--- src/rtl/uart_tx_arbiter.sv ---
// Purpose: round-robin byte arbiter sharing one 8N1 UART transmit line among N_REQ requesters.
// Latency: req_ready is combinational in IDLE; the start bit begins on the accepting edge; a frame lasts 10*DIV cycles.
// Backpressure: req_ready stays low for the whole frame; pending requests wait (or withdraw), nothing is dropped.
//
// Ports:
//   gclk, rst          clock and synchronous active-high reset
//   req_valid[i]       requester i has a byte pending on req_data[8i+7:8i]
//   req_ready[i]       one-hot accept strobe, only in IDLE
//   uart_tx_out        serial line, idle high, registered
//   busy               frame in flight, registered
//   grant_idx          index of the last accepted requester, registered
module uart_tx_arbiter #(
    parameter int CLK_HZ = 100_000_000,
    parameter int BAUD   = 115200,
    parameter int N_REQ  = 2,
    localparam int IW    = (N_REQ > 1) ? $clog2(N_REQ) : 1
) (
    input  logic                 gclk,
    input  logic                 rst,
    input  logic [N_REQ-1:0]     req_valid,
    input  logic [8*N_REQ-1:0]   req_data,
    output logic [N_REQ-1:0]     req_ready,
    output logic                 uart_tx_out,
    output logic                 busy,
    output logic [IW-1:0]        grant_idx
);

    localparam int DIV = CLK_HZ / BAUD;
    localparam int CW  = $clog2(DIV);
    localparam logic [CW-1:0] CNT_LAST = CW'(DIV - 1);
    localparam logic [IW-1:0] IDX_LAST = IW'(N_REQ - 1);

    typedef enum logic [1:0] {
        IDLE,
        START,
        DATA,
        STOP
    } state_t;

    state_t        state, state_nxt;
    logic [CW-1:0] cnt, cnt_nxt;
    logic [2:0]    bit_idx, bit_idx_nxt;
    logic [7:0]    shreg, shreg_nxt;
    logic [IW-1:0] ptr, ptr_nxt;
    logic [IW-1:0] grant_nxt;
    logic          tx_nxt;
    logic          busy_nxt;

    logic          pick_vld;
    logic          hi_vld;
    logic [IW-1:0] hi_idx;
    logic [IW-1:0] lo_idx;
    logic [IW-1:0] pick_idx;
    logic [7:0]    pick_dat;
    logic          accept;
    logic          cnt_done;

    // Round-robin pick: the lowest valid index at or above ptr wins; if none
    // exists the scan wraps and the lowest valid index overall wins.
    // Iterating downwards lets the last assignment be the lowest index.
    always_comb begin
        hi_vld   = 1'b0;
        hi_idx   = '0;
        lo_idx   = '0;
        pick_vld = 1'b0;
        for (int i = N_REQ - 1; i >= 0; i--) begin
            if (req_valid[i]) begin
                pick_vld = 1'b1;
                lo_idx   = IW'(i);
                if (IW'(i) >= ptr) begin
                    hi_vld = 1'b1;
                    hi_idx = IW'(i);
                end
            end
        end
        pick_idx = hi_vld ? hi_idx : lo_idx;
    end

    always_comb begin
        pick_dat = '0;
        for (int i = 0; i < N_REQ; i++) begin
            if (pick_idx == IW'(i)) begin
                pick_dat = req_data[8*i +: 8];
            end
        end
    end

    // Reset wins over a simultaneous request, so ready is masked by rst.
    assign accept = (state == IDLE) && !rst && pick_vld;

    always_comb begin
        req_ready = '0;
        for (int i = 0; i < N_REQ; i++) begin
            req_ready[i] = accept && (pick_idx == IW'(i));
        end
    end

    assign cnt_done = (cnt == CNT_LAST);

    always_comb begin
        state_nxt   = state;
        cnt_nxt     = cnt;
        bit_idx_nxt = bit_idx;
        shreg_nxt   = shreg;
        ptr_nxt     = ptr;
        grant_nxt   = grant_idx;
        tx_nxt      = uart_tx_out;
        busy_nxt    = busy;

        unique case (state)
            IDLE: begin
                if (accept) begin
                    shreg_nxt = pick_dat;
                    grant_nxt = pick_idx;
                    ptr_nxt   = (pick_idx == IDX_LAST) ? '0 : pick_idx + 1'b1;
                    tx_nxt    = 1'b0;
                    busy_nxt  = 1'b1;
                    cnt_nxt   = '0;
                    state_nxt = START;
                end
            end
            START: begin
                if (cnt_done) begin
                    cnt_nxt     = '0;
                    bit_idx_nxt = '0;
                    tx_nxt      = shreg[0];
                    state_nxt   = DATA;
                end else begin
                    cnt_nxt = cnt + 1'b1;
                end
            end
            DATA: begin
                if (cnt_done) begin
                    cnt_nxt = '0;
                    if (bit_idx == 3'd7) begin
                        tx_nxt    = 1'b1;
                        state_nxt = STOP;
                    end else begin
                        // The bit after the shift is shreg[1] of the current value.
                        bit_idx_nxt = bit_idx + 1'b1;
                        shreg_nxt   = {1'b0, shreg[7:1]};
                        tx_nxt      = shreg[1];
                    end
                end else begin
                    cnt_nxt = cnt + 1'b1;
                end
            end
            STOP: begin
                if (cnt_done) begin
                    cnt_nxt   = '0;
                    busy_nxt  = 1'b0;
                    state_nxt = IDLE;
                end else begin
                    cnt_nxt = cnt + 1'b1;
                end
            end
            default: begin
                state_nxt = IDLE;
            end
        endcase
    end

    always_ff @(posedge gclk) begin
        if (rst) begin
            state       <= IDLE;
            cnt         <= '0;
            bit_idx     <= '0;
            shreg       <= '0;
            ptr         <= '0;
            grant_idx   <= '0;
            uart_tx_out <= 1'b1;
            busy        <= 1'b0;
        end else begin
            state       <= state_nxt;
            cnt         <= cnt_nxt;
            bit_idx     <= bit_idx_nxt;
            shreg       <= shreg_nxt;
            ptr         <= ptr_nxt;
            grant_idx   <= grant_nxt;
            uart_tx_out <= tx_nxt;
            busy        <= busy_nxt;
        end
    end

endmodule

--- config.mk ---
export PLATFORM = sky130hd
export DESIGN_NAME = uart_tx_arbiter
export DESIGN_NICKNAME = d
export VERILOG_FILES = /design/src/rtl/uart_tx_arbiter.sv
export SDC_FILE = /design/constraint.sdc
export NUM_CORES = 1
export LEC_CHECK = 0
export CAP_MARGIN = 30
export CELL_PAD_IN_SITES_DETAIL_PLACEMENT = 0
export CELL_PAD_IN_SITES_GLOBAL_PLACEMENT = 1
export CORE_MARGIN = 1.5
export CORE_UTILIZATION = 29
export DETAILED_ROUTE_END_ITERATION = 16
export PLACE_DENSITY_LB_ADDON = 0.1
export SLEW_MARGIN = 20
export SYNTH_ARGS = -nofsm -noshare
export SYNTH_HDL_FRONTEND = slang
export SYNTH_SLANG_ARGS = --single-unit
--- constraint.sdc ---
create_clock -name gclk -period 2.5 [get_ports gclk]
set_input_delay 0.5 -clock gclk [delete_from_list [all_inputs] [get_ports gclk]]
set_output_delay 0.5 -clock gclk [all_outputs]
set_load 0.01 [all_outputs]
==> results.json <==
{
  "async_reset_ff_share_pct": 0,
  "insertion_delay_ns": 0.28,
  "drt_iter0_markers": 43,
  "fp.dieH_um": 79.1,
  "synthToLayoutAreaGrowth_pct": 24.7,
  "io_pins": 25,
  "cts_tree": "built",
  "synth_simple_gate_area_share_pct": 22.1,
  "max_slew_margin_pct": 64.7,
  "fin_area_um2": 2090,
  "cpMostUsedCell": "clkdlybuf4s50_1",
  "crit_path_cell_trace": "clkdlybuf4s50_1 -> buf_4 -> nand2_1 -> nor3_1 -> clkdlybuf4s50_1",
  "finish.net_count": 248,
  "endpoint_kind": "output port",
  "hp-start": "grant_idx",
  "maxCapViolations": 0,
  "antenna_found_initial": 0,
  "cpMaxStageDelayCell": "clkdlybuf4s50_1",
  "synth_ff_type": "dfxtp_1",
  "critical-path-top-delay-family": "buffers and inverters",
  "grt_remaining_overflow": 0,
  "wl_um": 3990,
  "finalSetupTns_ns": 0,
  "fin_crit_sh_pct": 97.0,
  "grt_use_met3_pct": 1.84,
  "ir_drop_uv": 235,
  "synth_fa_ha_area_share_pct": 5.96,
  "rows": 27,
  "cpPeakStageDelay_ns": 0.56,
  "yosysSeqAreaShare_pct": 32.2,
  "clock_skew_ns": 0.00423,
  "hold_end": "grant_idx",
  "synth_mux_area_share_pct": 7.45,
  "cp-startpoint": "req_valid[1]",
  "drive_gt1_share_pct": 10.5,
  "cts_buffers": 3,
  "gr-usage-met2_pct": 22.8,
  "met1_usage_pct": 18.4,
  "cts_max_level": 1,
  "path_clk_slew_ns": 0.10,
  "drc": 0,
  "p_leak_nw": 0.829,
  "core_region_area_um2": 5540,
  "ant_nets": 0,
  "wl_per_cell_um": 13.7,
  "syn_inst": 192,
  "clock-sinks": 27,
  "post_dp_cell_area_um2": 2050,
  "total_power_mw": 1.63,
  "cp.required_ns": 2.00,
  "hold_depth": 2,
  "synth-xor-area-share_pct": 4.69,
  "status": "finished clean",
  "criticalPathCategory": "input pin to output port",
  "synth_top_family_by_area": "compound AO/OA/AOI/OAI gates",
  "grt_usage_pct": 13.7,
  "synth-compound-area-share_pct": 23.3,
  "synth_area_leaders": "dfxtp_1 (32%), mux2i_1 (6.6%), ha_1 (6.0%), xnor2_1 (4.7%), nand2_1 (4.5%)",
  "vias": 1441,
  "power.density_nw_per_um2": 777,
  "yosys_warnings": 0,
  "min_path_type": "flop to flop",
  "max_freq_ghz": 0.412,
  "post_cts_buffers": 0,
  "die_width_um": 79.1,
  "initial_core_util_pct": 30.3,
  "grt_pass1_vias": 1466,
  "ff2ff_setup_slack_ns": 0.45,
  "rsz0062_at_grt": "no",
  "syn_nets": 220,
  "avgSynthCellArea_um2": 8.75,
  "synth-seq-cells": 27,
  "synth_top_area_share_pct": 32.2,
  "hold_buffers": 0,
  "synth_edf_count": 0,
  "startpoint_type": "input pin",
  "dieArea_um2": 6260,
  "setup_viol": 0,
  "tightest_slew_ns": 0.516,
  "cp_max_fo": 8,
  "portBuffers": 24,
  "cts_max_path_buffers": 2,
  "cts.repair.resized": 0,
  "antenna_cells": 0,
  "routed_via_density": 4.95,
  "synth_cell_types": 43,
  "report.final.slew_viol_count": 0,
  "busiest_layer": "met2",
  "gp_congestion": 0.767,
  "dp_hpwl_um": 2990,
  "cp.arrival_ns": 1.93,
  "grt_max_degree": 19,
  "yosysTopAreaCell": "dfxtp_1",
  "min_period_ns": 2.43,
  "drtPass1Iterations": 4,
  "root_buffer": "clkbuf_8",
  "r2r_end": "uart_tx_out",
  "crit_buf_inv": 3,
  "syn-cell-area_um2": 1680,
  "hold_violations": 0,
  "grt_pass1_wl_um": 6890,
  "r2r_start": "cnt[0]",
  "r2r_cells": 5
}
stage by stage:
step                setup slack, ns  utilization (%)  hold WS (ns)  instances
floorplan                     0.591                -         0.433        192
global placement             0.0543             36.9         0.445        287
detailed placement           0.0444             36.9         0.441        287
CTS                          0.0161             37.7         0.465        291
global route                0.00111             37.8         0.495        291
finish                       0.0743             37.8         0.458        291
cell usage in the layout (no fill, tap or decap), drive strengths merged, types with 2 or more instances in the layout:
master and count:
a21o 2, nor3b 2, clkbuf 4, nand2b 10, a21bo 2, nor2 15
nand4 2, inv 7, a21oi 8, nand3 4, and2 2, clkdlybuf4s50 23
o21ai 3, o31ai 2, nand2 20, buf 11, and3 7, ha 8
a2111oi 5, nor3 3, mux2i 11, xnor2 9, a211oi 4, dfxtp 27
a21boi 8, o311ai 6, o211a 2
registers in the layout, summed over array words and instances, names as in the netlist:
name	count
bit_idx	3
busy	1
cnt	10
grant_idx	1
ptr	1
shreg	8
state	2
uart_tx_out	1
worst min-delay path, cell delays in order, from the launching register on:
cell     delay [ns]
dfxtp_1        0.32
nand2_1        0.05
a21oi_1        0.05
cells in the mapped netlist, types with 3 or more instances:
cell type   n
a2111oi_0   4
a211oi_1    4
a21boi_0    5
a21boi_1    3
a21oi_1     7
and3_1      7
clkbuf_1   11
dfxtp_1    27
ha_1        8
inv_1       7
mux2i_1    11
nand2_1    20
nand2b_1   10
nand3_1     4
nor2_1     15
o311ai_1    6
xnor2_1     9
logic make-up (layout without fill, tap and decap cells):
family | Yosys count | count (layout)
AND/OR/NAND/NOR | 70 | 70
adder cells (fa/ha/maj) | 8 | 8
flip-flops | 27 | 27
buffers and inverters | 19 | 46
multiplexers | 12 | 12
XOR/XNOR | 9 | 9
AO/OA/AOI/OAI | 47 | 47
area by class of cell:
class                           count  area, um2
Fill cell                         579       3450
Multi-Input combinational cell    146       1070
Sequential cell                    27        541
Timing Repair Buffer               35        325
Tap cell                           72       90.1
Clock buffer                        4       45.0
Inverter                            7       26.3
how the worst max path moves through the flow:
| stage | end | slack [ns] | cells past startpoint |
|---|---|---|---|
| final | req_ready[1] | 0.07 | 5 |
| after detailed placement | req_ready[0] | 0.04 | 4 |
| after global routing | req_ready[1] | 0.001 | 5 |
| after CTS | req_ready[0] | 0.02 | 4 |
| after floorplan | req_ready[1] | 0.59 | 5 |
| after global placement | req_ready[0] | 0.05 | 4 |
power by group:
part	internal (mW)	leakage, nW	switching (mW)
clock	0.114	0.0228	0.147
sequential	0.514	0.220	0.0580
combinational	0.367	0.586	0.425
routing by layer:
| layer | wire, um | part of all wire (%) | vias to the layer above |
|---|---|---|---|
| met5 | 0 | 0 | - |
| met4 | 25 | 0.63 | 0 |
| met3 | 96 | 2.4 | 2 |
| met2 | 1860 | 47 | 23 |
| met1 | 2010 | 50 | 673 |
| li1 | - | - | 743 |
(Power assumes the default switching activity.)
